==> src/rtl/fwd_hazard_unit_pkg.sv <==
// Shared stage codes, stall FSM state type and width helpers for the forwarding/hazard unit.
package fwd_pkg;

    localparam logic [1:0] FWD_RF    = 2'b00;
    localparam logic [1:0] FWD_EXMEM = 2'b10;
    localparam logic [1:0] FWD_MEMWB = 2'b01;

    typedef enum logic {
        RUN   = 1'b0,
        STALL = 1'b1
    } stall_state_t;

    function automatic int lane_w(input int n_lanes);
        return (n_lanes > 1) ? $clog2(n_lanes) : 1;
    endfunction

    function automatic int sel_w(input int n_lanes);
        return 2 + lane_w(n_lanes);
    endfunction

    function automatic int cnt_w(input int load_lat);
        return (load_lat > 1) ? $clog2(load_lat) : 1;
    endfunction

endpackage

==> src/rtl/fwd_hazard_unit_if.sv <==
// Pipeline-side bundle of the forwarding/hazard unit: ID/EX sources, EX/MEM and MEM/WB producers, results.
interface fwd_hazard_unit_if #(
    parameter int N_LANES = 2,
    parameter int N_SRC   = 3,
    parameter int REG_AW  = 3
);
    import fwd_pkg::*;

    localparam int SEL_W = sel_w(N_LANES);

    logic [N_LANES*N_SRC*REG_AW-1:0] id_ex_src;
    logic [N_LANES*N_SRC-1:0]        id_ex_src_vld;
    logic [N_LANES*REG_AW-1:0]       ex_mem_rd;
    logic [N_LANES-1:0]              ex_mem_we;
    logic [N_LANES-1:0]              ex_mem_ld;
    logic [N_LANES-1:0]              ex_mem_fwe;
    logic [N_LANES-1:0]              ex_mem_n;
    logic [N_LANES*REG_AW-1:0]       mem_wb_rd;
    logic [N_LANES-1:0]              mem_wb_we;
    logic [N_LANES-1:0]              mem_wb_fwe;
    logic [N_LANES-1:0]              mem_wb_n;
    logic [N_LANES*N_SRC*SEL_W-1:0]  fwd_sel;
    logic                            stall;
    logic                            n_fwd;

    modport master (
        output id_ex_src, id_ex_src_vld,
        output ex_mem_rd, ex_mem_we, ex_mem_ld, ex_mem_fwe, ex_mem_n,
        output mem_wb_rd, mem_wb_we, mem_wb_fwe, mem_wb_n,
        input  fwd_sel, stall, n_fwd
    );

    modport slave (
        input  id_ex_src, id_ex_src_vld,
        input  ex_mem_rd, ex_mem_we, ex_mem_ld, ex_mem_fwe, ex_mem_n,
        input  mem_wb_rd, mem_wb_we, mem_wb_fwe, mem_wb_n,
        output fwd_sel, stall, n_fwd
    );

endinterface

==> src/rtl/fwd_hazard_unit_src_sel.sv <==
// Priority match for one source operand: youngest EX/MEM producer, then youngest MEM/WB, else regfile.
module fwd_src_sel
    import fwd_pkg::*;
#(
    parameter int N_LANES = 2,
    parameter int REG_AW  = 3
) (
    input  logic [REG_AW-1:0]          src,
    input  logic                       vld,
    input  logic [N_LANES*REG_AW-1:0]  ex_mem_rd,
    input  logic [N_LANES-1:0]         ex_mem_we,
    input  logic [N_LANES-1:0]         ex_mem_ld,
    input  logic [N_LANES*REG_AW-1:0]  mem_wb_rd,
    input  logic [N_LANES-1:0]         mem_wb_we,
    output logic [sel_w(N_LANES)-1:0]  sel,
    output logic                       hazard
);

    localparam int LW = lane_w(N_LANES);

    logic          live;
    logic          ex_hit;
    logic          ex_ld;
    logic          wb_hit;
    logic [LW-1:0] ex_lane;
    logic [LW-1:0] wb_lane;

    // Ascending scan: the last hit is the highest, i.e. youngest, lane.
    always_comb begin
        live    = vld && (src != '0);
        ex_hit  = 1'b0;
        ex_ld   = 1'b0;
        ex_lane = '0;
        wb_hit  = 1'b0;
        wb_lane = '0;
        for (int l = 0; l < N_LANES; l++) begin
            if (live && ex_mem_we[l] && (ex_mem_rd[l*REG_AW +: REG_AW] == src)) begin
                ex_hit  = 1'b1;
                ex_ld   = ex_mem_ld[l];
                ex_lane = LW'(l);
            end
            if (live && mem_wb_we[l] && (mem_wb_rd[l*REG_AW +: REG_AW] == src)) begin
                wb_hit  = 1'b1;
                wb_lane = LW'(l);
            end
        end

        // A youngest-match load has no data yet; report the older fallback path.
        if (ex_hit && !ex_ld) begin
            sel = {ex_lane, FWD_EXMEM};
        end else if (wb_hit) begin
            sel = {wb_lane, FWD_MEMWB};
        end else begin
            sel = {LW'(0), FWD_RF};
        end
        hazard = ex_hit && ex_ld;
    end

endmodule

==> src/rtl/fwd_hazard_unit.sv <==
// N-lane operand forwarding, load-use stall FSM and N-flag forwarding.
// Optional FWD_PERF_CNT_EN adds saturating stall_cnt / hazard_cnt outputs.
module fwd_hazard_unit
    import fwd_pkg::*;
#(
    parameter int N_LANES  = 2,
    parameter int N_SRC    = 3,
    parameter int REG_AW   = 3,
    parameter int LOAD_LAT = 1
) (
    input  logic              clk,
    input  logic              rst_n,
    fwd_hazard_unit_if.slave  bus
`ifdef FWD_PERF_CNT_EN
    ,
    output logic [31:0]       stall_cnt,
    output logic [31:0]       hazard_cnt
`endif
);

    localparam int SW    = sel_w(N_LANES);
    localparam int CW    = cnt_w(LOAD_LAT);
    localparam int N_OPS = N_LANES * N_SRC;

    logic [N_OPS-1:0] hazard_vec;
    logic             hazard;
    stall_state_t     state;
    stall_state_t     state_nxt;
    logic [CW-1:0]    cnt;
    logic [CW-1:0]    cnt_nxt;
    logic             flag_q;
    logic             ex_flag_any;
    logic             ex_flag;
    logic             wb_flag_any;
    logic             wb_flag;
    logic             stall_int;
    logic             n_fwd_int;

    for (genvar i = 0; i < N_OPS; i++) begin : g_src
        fwd_src_sel #(
            .N_LANES (N_LANES),
            .REG_AW  (REG_AW)
        ) u_sel (
            .src       (bus.id_ex_src[i*REG_AW +: REG_AW]),
            .vld       (bus.id_ex_src_vld[i]),
            .ex_mem_rd (bus.ex_mem_rd),
            .ex_mem_we (bus.ex_mem_we),
            .ex_mem_ld (bus.ex_mem_ld),
            .mem_wb_rd (bus.mem_wb_rd),
            .mem_wb_we (bus.mem_wb_we),
            .sel       (bus.fwd_sel[i*SW +: SW]),
            .hazard    (hazard_vec[i])
        );
    end

    assign hazard = |hazard_vec;

    always_ff @(posedge clk) begin
        if (!rst_n) begin
            state <= RUN;
            cnt   <= '0;
        end else begin
            state <= state_nxt;
            cnt   <= cnt_nxt;
        end
    end

    // The detection cycle already stalls combinationally, so STALL covers the
    // remaining LOAD_LAT-1 cycles; cnt holds the stall cycles still owed.
    always_comb begin
        state_nxt = state;
        cnt_nxt   = cnt;
        case (state)
            RUN: begin
                if (hazard && (LOAD_LAT > 1)) begin
                    state_nxt = STALL;
                    cnt_nxt   = CW'(LOAD_LAT - 1);
                end
            end
            STALL: begin
                if (cnt <= CW'(1)) begin
                    state_nxt = RUN;
                    cnt_nxt   = '0;
                end else begin
                    cnt_nxt = cnt - CW'(1);
                end
            end
            default: begin
                state_nxt = RUN;
                cnt_nxt   = '0;
            end
        endcase
    end

    always_comb begin
        ex_flag_any = |bus.ex_mem_fwe;
        wb_flag_any = |bus.mem_wb_fwe;
        ex_flag     = 1'b0;
        wb_flag     = 1'b0;
        for (int l = 0; l < N_LANES; l++) begin
            if (bus.ex_mem_fwe[l]) ex_flag = bus.ex_mem_n[l];
            if (bus.mem_wb_fwe[l]) wb_flag = bus.mem_wb_n[l];
        end
    end

    always_ff @(posedge clk) begin
        if (!rst_n) begin
            flag_q <= 1'b0;
        end else if (wb_flag_any) begin
            flag_q <= wb_flag;
        end
    end

    always_comb begin
        stall_int = (state == STALL) || hazard;
        n_fwd_int = flag_q;
        if (ex_flag_any) begin
            n_fwd_int = ex_flag;
        end else if (wb_flag_any) begin
            n_fwd_int = wb_flag;
        end
    end

    assign bus.stall = stall_int;
    assign bus.n_fwd = n_fwd_int;

`ifdef FWD_PERF_CNT_EN
    always_ff @(posedge clk) begin
        if (!rst_n) begin
            stall_cnt  <= '0;
            hazard_cnt <= '0;
        end else begin
            if (stall_int && (stall_cnt != '1)) begin
                stall_cnt <= stall_cnt + 32'd1;
            end
            if ((state == RUN) && hazard && (hazard_cnt != '1)) begin
                hazard_cnt <= hazard_cnt + 32'd1;
            end
        end
    end
`endif

endmodule

==> src/flat_wrapper.sv <==
// flat-port wrapper written by rule: the top's interface ports become plain ports
module fwd_hazard_unit_flat import fwd_pkg::*;
#(
    parameter int N_LANES  = 2,
    parameter int N_SRC    = 3,
    parameter int REG_AW   = 3,
    parameter int LOAD_LAT = 1
)
  (clk, rst_n, bus_id_ex_src, bus_id_ex_src_vld, bus_ex_mem_rd, bus_ex_mem_we, bus_ex_mem_ld, bus_ex_mem_fwe, bus_ex_mem_n, bus_mem_wb_rd, bus_mem_wb_we, bus_mem_wb_fwe, bus_mem_wb_n, bus_fwd_sel, bus_stall, bus_n_fwd);
  fwd_hazard_unit_if #(.N_LANES(N_LANES), .N_SRC(N_SRC), .REG_AW(REG_AW)) bus_i ();
  input  logic clk;
  input  logic rst_n;
  input wire logic [$bits(bus_i.id_ex_src)-1:0] bus_id_ex_src;
  input wire logic [$bits(bus_i.id_ex_src_vld)-1:0] bus_id_ex_src_vld;
  input wire logic [$bits(bus_i.ex_mem_rd)-1:0] bus_ex_mem_rd;
  input wire logic [$bits(bus_i.ex_mem_we)-1:0] bus_ex_mem_we;
  input wire logic [$bits(bus_i.ex_mem_ld)-1:0] bus_ex_mem_ld;
  input wire logic [$bits(bus_i.ex_mem_fwe)-1:0] bus_ex_mem_fwe;
  input wire logic [$bits(bus_i.ex_mem_n)-1:0] bus_ex_mem_n;
  input wire logic [$bits(bus_i.mem_wb_rd)-1:0] bus_mem_wb_rd;
  input wire logic [$bits(bus_i.mem_wb_we)-1:0] bus_mem_wb_we;
  input wire logic [$bits(bus_i.mem_wb_fwe)-1:0] bus_mem_wb_fwe;
  input wire logic [$bits(bus_i.mem_wb_n)-1:0] bus_mem_wb_n;
  output wire logic [$bits(bus_i.fwd_sel)-1:0] bus_fwd_sel;
  output wire logic [$bits(bus_i.stall)-1:0] bus_stall;
  output wire logic [$bits(bus_i.n_fwd)-1:0] bus_n_fwd;
  assign bus_i.id_ex_src = bus_id_ex_src;
  assign bus_i.id_ex_src_vld = bus_id_ex_src_vld;
  assign bus_i.ex_mem_rd = bus_ex_mem_rd;
  assign bus_i.ex_mem_we = bus_ex_mem_we;
  assign bus_i.ex_mem_ld = bus_ex_mem_ld;
  assign bus_i.ex_mem_fwe = bus_ex_mem_fwe;
  assign bus_i.ex_mem_n = bus_ex_mem_n;
  assign bus_i.mem_wb_rd = bus_mem_wb_rd;
  assign bus_i.mem_wb_we = bus_mem_wb_we;
  assign bus_i.mem_wb_fwe = bus_mem_wb_fwe;
  assign bus_i.mem_wb_n = bus_mem_wb_n;
  assign bus_fwd_sel = bus_i.fwd_sel;
  assign bus_stall = bus_i.stall;
  assign bus_n_fwd = bus_i.n_fwd;
  fwd_hazard_unit #(.N_LANES(N_LANES), .N_SRC(N_SRC), .REG_AW(REG_AW), .LOAD_LAT(LOAD_LAT)) u_core (.clk(clk), .rst_n(rst_n), .bus(bus_i));
endmodule
==> config.mk <==
export PLATFORM = sky130hd
export DESIGN_NAME = fwd_hazard_unit_flat
export DESIGN_NICKNAME = d
export VERILOG_FILES = /design/src/rtl/fwd_hazard_unit_pkg.sv /design/src/rtl/fwd_hazard_unit_if.sv /design/src/rtl/fwd_hazard_unit_src_sel.sv /design/src/rtl/fwd_hazard_unit.sv /design/src/flat_wrapper.sv
export SDC_FILE = /design/constraint.sdc
export NUM_CORES = 1
export LEC_CHECK = 0
export CAP_MARGIN = 10
export CORE_ASPECT_RATIO = 1.4
export CORE_MARGIN = 2
export CORE_UTILIZATION = 37
export CTS_CLUSTER_SIZE = 12
export DETAILED_ROUTE_END_ITERATION = 16
export PLACE_DENSITY = 0.79
export SYNTH_ARGS = -nofsm -noshare
export SYNTH_HDL_FRONTEND = slang
export SYNTH_SLANG_ARGS = --single-unit
==> constraint.sdc <==
create_clock -name clk -period 1.5 [get_ports clk]
set_clock_uncertainty 0.15 [all_clocks]
set_input_delay 0.15 -clock clk [delete_from_list [all_inputs] [get_ports clk]]
set_output_delay 0.15 -clock clk [all_outputs]
set_load 0.05 [all_outputs]
==> results, run 1 <==
- The run stopped with a tool error.
- It got as far as global routing and failed there.
- The tool reported: "[ERROR DPL-0038] Utilization greater than 100%, impossible to legalize".
- Detailed placement ended at an HPWL of 5230 µm.
- The initial standard-cell utilization of the core is 0.389.
- Summed over all instances, the cell type with the most area after synthesis is sky130_fd_sc_hd__xnor2_1.
- The area of the mapped netlist is 1430 µm².
- After synthesis, the share of flip-flops with an asynchronous set or reset is 0.
- The instance count of the mapped netlist is 205.
- The hold buffer count at CTS is 0.
- Of the synthesized area, sequential elements account for 0.0140.
- By area the synthesized netlist is led by sky130_fd_sc_hd__xnor2_1 (39%), sky130_fd_sc_hd__nand4_1 (7.0%), sky130_fd_sc_hd__buf_2 (6.0%), sky130_fd_sc_hd__nor2_1 (5.5%), sky130_fd_sc_hd__xor2_1 (5.5%).
- Counting distinct cell types in the post-synthesis netlist gives 36.
- The area share of the largest cell type after synthesis is 0.386.
- The global-route repair_timing pass left the worst setup endpoint at bus_fwd_sel[15].
- After the last repair the worst path ends at a top-level output.
- The Yosys step of the flow raised 0 warnings.
- The die is 56.5 µm wide.
- The synthesized design contains 0 enable-type register cells.
- The number of top-level pins is 72.
- During placement, the flow inserted port buffers numbering 71.
- The synthesized flop and latch total is 1.
- After synthesis, the mean cell area works out to 6.97 µm².
- The height of the die is 77.5 µm.
- Routability-driven placement finished with a final weighted congestion of 0.971.
- The floorplan has 26 rows.
- Among all flip-flop cells after synthesis, the most frequent one is sky130_fd_sc_hd__dfxtp_1.
- The largest net degree at the start of global routing is 7.
- The number of nets produced by synthesis is 257.
[synthesized netlist by cell type (3+ instances only)]
master	instances
sky130_fd_sc_hd__clkbuf_1	8
sky130_fd_sc_hd__inv_1	4
sky130_fd_sc_hd__a211oi_1	3
sky130_fd_sc_hd__buf_6	4
sky130_fd_sc_hd__xnor2_1	63
sky130_fd_sc_hd__nand2_1	7
sky130_fd_sc_hd__nand4_1	16
sky130_fd_sc_hd__and4_1	4
sky130_fd_sc_hd__a21oi_1	9
sky130_fd_sc_hd__nor3_1	4
sky130_fd_sc_hd__nor2_1	21
sky130_fd_sc_hd__buf_2	17
sky130_fd_sc_hd__o31ai_2	4
sky130_fd_sc_hd__nor2b_1	4
sky130_fd_sc_hd__xor2_1	9
[logic make-up after synthesis]
kind of cell | Yosys count | synth area share
flip-flops | 1 | 0.0140
buffers and inverters | 34 | 0.125
multiplexers | 1 | 0.00701
AO/OA/AOI/OAI | 35 | 0.181
AND/OR/NAND/NOR | 62 | 0.231
XOR/XNOR | 72 | 0.441
[repair_timing]
action | CTS
pin swaps | 67
hold endpoints to repair | 0
resized for setup | 223
setup endpoints to repair | 20
setup buffers | 18
[per-stage QoR]
step | cells | setup WS, ps | cell area, µm²
after CTS | 383 | -404 | 3520
after detailed placement | 368 | -871 | 3080
after global placement | 368 | -781 | 3080
after floorplan | 205 | -403 | 1880
==> run 2, diff against run 1 <==
Settings changed: CORE_ASPECT_RATIO 1.4 to default, CORE_UTILIZATION 37 to 25, CTS_CLUSTER_SIZE 12 to default, PLACE_DENSITY 0.79 to default, PLACE_DENSITY_LB_ADDON from default to 0.15.
Clock period 1.5 ns to 2 ns, I/O delays scaled along.
==> run 2 against run 1 <==
Effect of this change:
- the flow now finishes without violations
- area after synthesis stayed put
- synthesized cell count stayed put
==> results, run 2 <==
- The critical path is of the primary input to primary output type.
- The kind of start point of the critical path is a primary input.
- The maximum single-stage delay on the critical path is 330 ps.
- The count of nets after finishing is 389.
- The maximum fanout along the worst path is 4.
- The number of enable flip-flop cells after synthesis was 0 (unchanged).
- The via count is 1934.
- The count of max-cap constraint violations is 0.
- The number of search-and-repair iterations in the first detailed-routing pass is 4.
- The share of total power in sequential cells is 0.028.
- The number of global-route vias before repair came to 2043.
- The post-synthesis share of cell area spent on xor and xnor gates is 0.441 (unchanged).
- The first global-routing pass estimated 9630 µm of wire.
- In the final layout, the registers with the most flip-flops are u_core.flag_q (1).
- For this run, the total global-route usage over all layers was measured as 0.191.
- The wire length per cell after detailed routing is 14.7 µm.
- The worst max-slew margin expressed relative to the limit is 0.753.
- Entering global routing, the biggest net connects 7 pins.
- The compound-cell area share of the yosys netlist came to 0.181 (unchanged).
- The fraction of power consumed by combinational cells is 0.972.
- The number of buffers and inverters on the critical path is 3.
- The core footprint is 5510 µm².
- After detailed routing, the number of remaining DRC violations is 0.
- IR analysis of the VDD net gives a maximum drop of 0.000126 V.
- For the pin with the worst max-slew slack, the measured transition is 369 ps.
- The part of the Yosys area used for sequential elements was 0.0140 (unchanged).
- The cell area after placement came to 2880 µm² (-6.3%).
- The internal power is 0.000432 W.
- The arrival time at the worst endpoint is 1640 ps.
- At the worst endpoint, the required time is 1650 ps.
- The number of nets produced by synthesis is 257 (unchanged).
- Of the total power, the share spent switching nets is 0.449.
- The flip-flop count of the largest register, all copies and words added is 1.
- In this run the power density over the cells is 240 nW/µm².
- The kind of cell adding the most delay to the critical path is compound AO/OA/AOI/OAI gates.
- By area the synthesized netlist is led by sky130_fd_sc_hd__xnor2_1 (39%), sky130_fd_sc_hd__nand4_1 (7.0%), sky130_fd_sc_hd__buf_2 (6.0%), sky130_fd_sc_hd__nor2_1 (5.5%), sky130_fd_sc_hd__xor2_1 (5.5%).
- The die area is 6340 µm².
- The half-perimeter wire length of the detailed placement result is 4830 µm (-7.5%).
- For this design, the slowest cell found on the critical path is sky130_fd_sc_hd__o31ai_4.
- Traced cell by cell, the critical path runs through clkdlybuf4s15_2 -> o31ai_4 -> nor3_2 -> nand4_1 -> buf_6 -> o31ai_4 -> a211oi_2 -> o21ai_2 -> buf_6.
- The total wire length is 5980 µm.
- In this run the remaining antenna-violating nets after routing total 0.
- The port buffer count was 71 (unchanged).
- The die width is 79.6 µm (+41%).
- The most used flip-flop cell after synthesis is sky130_fd_sc_hd__dfxtp_1.
- The number of distinct library cell variants in the gate-level netlist after synthesis is 36 (unchanged).
- The number of top-level pins is 72 (unchanged).
- After routing the design area is 3270 µm².
- The post-route minimum period is 1990 ps.
- Clock latency on the worst-skew pair, taken at its later pin, is 0 ps.
- The net switching power figure is 0.000353 W.
- The count of routing violations after the opening detailed-route iteration is 56.
- The total count of hold-check failures in the final report is 0.
- The cell row count was 27 (+3.8%).
- The area of the mapped netlist was 1430 µm² (unchanged).
- After synthesis, the largest family of logic cells by area is XOR/XNOR gates.
- The run finished with clean final reports.
- The initial antenna violation count is 0.
- Setup repair after global routing could not meet its margin everywhere.
- The ratio of final minimum period to clock period is 0.995.
- The setup violation total in the final timing report is 0.
- In this run the static leakage power is 1.33 nW.
- The completed layout was analyzed and its total power is 0.000785 W.
- The post-synthesis share of cell area spent on and, or, nand and nor gates is 0.231 (unchanged).
- The count of synthesis-stage warnings from yosys is 0 (unchanged).
- The height of the die is 79.6 µm (+2.7%).
- The share of flip-flops with an asynchronous set or reset after synthesis is 0 (unchanged).
- The worst setup path is captured at a primary output.
- From synthesis to final layout, the design area changed by 129%.
- The total count of max-transition violations in the final report was 0.
- In the post-synthesis netlist, the cell with the most instances is sky130_fd_sc_hd__xnor2_1.
- More flip-flops sit in one register than any other, and that register is u_core.flag_q.
- The hold buffer count at CTS is 0 (unchanged).
- The area share of the largest cell type after synthesis is 0.386 (unchanged).
- In the routed layout, each cell is associated on average with a via count of 4.75.
- The synthesized flop and latch total was 1 (unchanged).
- For this run, the top clock speed supported by timing is 503 MHz.
- The fraction of final layout cells sized beyond drive strength 1 is 0.546.
- On the final layout, the worst hold slack is 491 ps.
- The average size of a mapped cell came to 6.97 µm² (unchanged).
- The synthesized design spends more area on one cell type than any other, namely sky130_fd_sc_hd__xnor2_1.
- The mux share of post-synthesis cell area is 0.00701 (unchanged).
- The class of the tightest hold or removal check is flop to flop.
- The global placement routability congestion is 0.889 (-8.4%).
- The repair_antennas step left the layout with diodes totalling 0.
- The commonest non-fill, non-tap cell in the layout is sky130_fd_sc_hd__buf_4.
- The post-CTS clock slew at the launch and capture registers of the worst setup and hold paths is 0 ps.
- For this run the aggregate overflow at the end of global routing stands at 0.
- The initial standard-cell utilization of the core is 0.259 (-0.129).
- The share of total power dissipated in the clock network is 0.
- The share of synthesized cell area in full adder, half adder and majority cells is 0 (unchanged).
- In the layout the commonest cells are sky130_fd_sc_hd__buf_4 (66), sky130_fd_sc_hd__xnor2_1 (55), sky130_fd_sc_hd__buf_6 (28).
- The commonest cells after synthesis are sky130_fd_sc_hd__xnor2_1 (63), sky130_fd_sc_hd__nor2_1 (21), sky130_fd_sc_hd__buf_2 (17).
- The instance count of the mapped netlist is 205 (unchanged).
-- run 2: cell counts after synthesis --
Identical to the previous run, type by type.
-- run 2: kinds of logic after synthesis --
| group | count (synthesis) |
|---|---|
| buf+inv | 34 |
| xor+xnor | 72 |
| flops | 1 |
| compound gates | 35 |
| mux | 1 |
| simple gates | 62 |
-- run 2: worst reg2reg max path, stage by stage, from the launching register on --
cell,delay (ps)
sky130_fd_sc_hd__dfxtp_1,270
sky130_fd_sc_hd__mux2i_1,110
sky130_fd_sc_hd__nor2_1,60
sky130_fd_sc_hd__a21oi_2,120
sky130_fd_sc_hd__nor2b_1,60
-- run 2: final cells by class --
type | count | area, µm²
Fill cell | 483 | 2230
Inverter | 4 | 15.0
Multi-Input combinational cell | 170 | 1550
Sequential cell | 1 | 20.0
Tap cell | 72 | 90.1
Timing Repair Buffer | 160 | 1600
-- run 2: final timing paths --
| kind | start | end | slack (ps) | cells after the start |
|---|---|---|---|---|
| max | bus_id_ex_src[17] | bus_stall | 10 | 9 |
| min | u_core.flag_q | u_core.flag_q | 490 | 4 |
| max reg2reg | u_core.flag_q | u_core.flag_q | 1110 | 4 |
| min reg2reg | u_core.flag_q | u_core.flag_q | 490 | 4 |
-- run 2: power by group through the flow --
stage	Combinational, W	Sequential (W)	Clock [W]
after floorplan	0.000364	0.0000219	0
after global placement	0.000672	0.0000219	0
after detailed placement	0.000678	0.0000220	0
after CTS	0.000735	0.0000220	0
after global routing	0.000810	0.0000222	0
final	0.000763	0.0000219	0
-- run 2: per-stage QoR --
step	setup slack [ps]	setup TNS (ps)	std cells	util
5_1_grt	-78.9	-152	407	0.595
3_5_place_dp	-505	-7810	390	0.524
6_report	10.3	0	407	0.595
4_1_cts	2.31	0	404	0.575
3_3_place_gp	-481	-7690	390	0.524
2_1_floorplan	-108	-112	205	-
-- run 2: repair_timing --
item                                    4_1_cts  5_1_grt
pin swaps                                    39       33
endpoints found under the setup margin       19       17
gates resized for setup                     133       41
cloned                                        0        0
endpoints found under the hold margin         0        0
setup buffers                                14        4
-- run 2: per-layer routing --
metal	share of wire	global-route usage	vias to the layer above
met5	0	0	-
met3	0.058	0.0260	13
met2	0.53	0.381	65
li1	-	-	956
met4	0.020	0.0362	0
met1	0.39	0.212	900
No activity file was read; power rests on OpenSTA's default activity.
==> run 3, diff against run 2 <==
Settings changed: PLACE_DENSITY from default to 0.65, PLACE_DENSITY_LB_ADDON 0.15 to default.
==> run 3 against run 2 <==
Effect of this change:
- cell area fell by 2.4%
- sequential share of layout area about the same
- utilization down 1.4 points
- largest power group unchanged
==> results, run 3 (synthesized netlist as in run 2, its figures left out) <==
- The run finished with clean final reports.
- The highest clock frequency the design can meet is 507 MHz (+0.97%).
- The cell area after placement is 2960 µm² (+2.7%).
- The die width is 79.6 µm (unchanged).
- The kind of cell adding the most delay to the critical path is simple AND/OR/NAND/NOR gates.
- From synthesis to final layout, the design area changed by 124%.
- The initial antenna violation count is 0 (unchanged).
- The number of remaining DRC errors is 0 (unchanged).
- The number of buffers and inverters on the critical path is 3 (unchanged).
- The ratio of final minimum period to clock period was 0.985 (-0.00959).
- The number of top-level pins was 72 (unchanged).
- The global placement routability congestion is 0.980 (+10%).
- The final standard cell area without fillers was 3200 µm² (-2.4%).
- The half-perimeter wire length of the detailed placement result is 5020 µm (+4.0%).
- The ratio of total power to cell area was 242 nW/µm² (+0.83%).
- The power consumption is 0.000772 W (-1.6%).
- The transition time at the pin with the least slew margin is 275 ps (-94.5 ps).
- The kind of start point of the critical path is a primary input.
- The global-route usage over all layers was 0.193 (+0.00165).
- The total count of hold-check failures in the final report came to 0 (unchanged).
- The post-route minimum period is 1970 ps (-19.2 ps).
- The leakage component of the power is 1.35 nW (+0.99%).
- The arrival time at the worst endpoint is 1620 ps (-20 ps).
- The number of global-route vias before repair is 2084 (+2.0%).
- The post-CTS clock slew at the launch and capture registers of the worst setup and hold paths is 0 ps (unchanged).
- The count of routing violations after the opening detailed-route iteration was 56 (unchanged).
- The class of the tightest hold or removal check is flop to flop.
- u_core.flag_q holds more flip-flops than any other register.
- The maximum single-stage delay on the critical path is 280 ps (-50 ps).
- The flip-flop count of the largest register, all copies and words added came to 1 (unchanged).
- The vias per cell was 4.73 (-0.49%).
- The slowest cell on the critical path is sky130_fd_sc_hd__and4_4.
- In the final layout, the registers with the most flip-flops are u_core.flag_q (1).
- Walking the worst path, the cells encountered are buf_12 -> buf_8 -> xnor2_2 -> and4_4 -> and3b_1 -> o21a_2 -> nor2_1 -> o21a_2 -> buf_12.
- The post-detailed-route count of antenna-violating nets is 0 (unchanged).
- The number of antenna repair diodes is 0 (unchanged).
- The fraction of final layout cells sized beyond drive strength 1 was 0.541 (-0.00573).
- The final global-route overflow total is 0 (unchanged).
- The number of search-and-repair iterations in the first detailed-routing pass is 4 (unchanged).
- The largest voltage drop on the vdd net is 0.000124 V (-1.9%).
- The setup total negative slack is 0 ps (unchanged).
- The total count of max-transition violations in the final report is 0 (unchanged).
- The via count came to 1915 (-0.98%).
- The category of the worst setup path capture point is a primary output.
- The port buffer count came to 71 (unchanged).
- The die area is 6340 µm² (unchanged).
- The core footprint came to 5510 µm² (unchanged).
- Setup repair after global routing could not meet its margin everywhere.
- The maximum fanout along the worst path is 4 (unchanged).
- The count of nets after finishing is 387 (-0.51%).
- The wire length per cell after detailed routing is 14.9 µm (+1.5%).
- The final-layout worst hold slack is 497 ps (+6.49 ps).
- The total wire length came to 6040 µm (+0.99%).
- The worst-skew pair later-pin latency is 0 ps (unchanged).
- The count of max-cap constraint violations is 0 (unchanged).
- The endpoint required time on the critical path came to 1650 ps (about the same).
- The height of the die is 79.6 µm (unchanged).
- The global-route wire length before repair was 9690 µm (+0.64%).
- The setup violation total in the final timing report is 0 (unchanged).
- The initial standard-cell utilization of the core was 0.259 (unchanged).
- The largest net degree at the start of global routing came to 9 (+2).
- The worst max-slew margin expressed relative to the limit is 0.816 (+0.0628).
- The hold buffer count at CTS is 0 (unchanged).
- The critical path class is primary input to primary output.
- The cell row count is 27 (unchanged).
- The top cell types in the final layout, fill and taps aside, are sky130_fd_sc_hd__buf_4 (72), sky130_fd_sc_hd__xnor2_1 (52), sky130_fd_sc_hd__buf_12 (21).
- The commonest non-fill, non-tap cell in the layout is sky130_fd_sc_hd__buf_4.
==> run 3: cell types whose count changed in the layout (fill, tap and decap cells not counted), moves of 5 or more <==
cell / change
sky130_fd_sc_hd__clkdlybuf4s15_2: -5
sky130_fd_sc_hd__buf_4: +6
sky130_fd_sc_hd__clkbuf_2: +11
sky130_fd_sc_hd__buf_6: -12
==> run 3: repair_timing <==
action | in CTS | in global routing
endpoints found under the setup margin | 19 | 18
setup buffers | 6 | 3
resized for setup | 101 | 57
pin swaps | 28 | 38
gates cloned | 0 | 0
==> run 3: final cells by class <==
| type | count | area (µm²) |
|---|---|---|
| fill | 479 | 2310 |
| inverter | 4 | 15.0 |
| multi-input combinational | 170 | 1530 |
| sequential | 1 | 20.0 |
| tap | 72 | 90.1 |
| timing repair buffer | 158 | 1540 |
==> run 3: metal layers <==
metal  GRT usage  wire, µm  share of wire
met1       0.217      2200           0.36
met2       0.389      3400           0.56
met3     0.00679       293          0.049
met4      0.0483       146          0.024
met5           0         0              0
==> run 3: per-stage QoR <==
stage | cells | setup slack [ps] | util
6_report | 405 | 29.5 | 0.580
5_1_grt | 405 | -23.4 | 0.580
4_1_cts | 403 | -18.2 | 0.567
3_5_place_dp | 397 | -494 | 0.538
3_3_place_gp | 397 | -459 | 0.538
2_1_floorplan | 205 | -108 | -
==> run 3: power breakdown <==
part,switching [W],leakage (nW),internal [W],total [W]
Clock,0,0,0,0
Combinational,0.000346,1.34,0.000404,0.000750
Sequential,0.000000307,0.00828,0.0000217,0.0000220
Total,0.000347,1.35,0.000426,0.000772
==> run 3: worst paths after layout <==
kind | depth (start not counted) | startpoint | slack, ps | to
hold / removal | 4 | u_core.flag_q | 500 | u_core.flag_q
hold reg to reg | 4 | u_core.flag_q | 500 | u_core.flag_q
setup reg to reg | 4 | u_core.flag_q | 1100 | u_core.flag_q
setup / recovery | 9 | bus_ex_mem_rd[3] | 30 | bus_fwd_sel[8]
==> run 3: worst min-delay path, delay by kind of cell (launching register included) <==
family,cells,cell delay (ps)
AOI/OAI and AO/OA,1,50
and+or+nand+nor,2,210
muxes,1,60
DFF,1,290
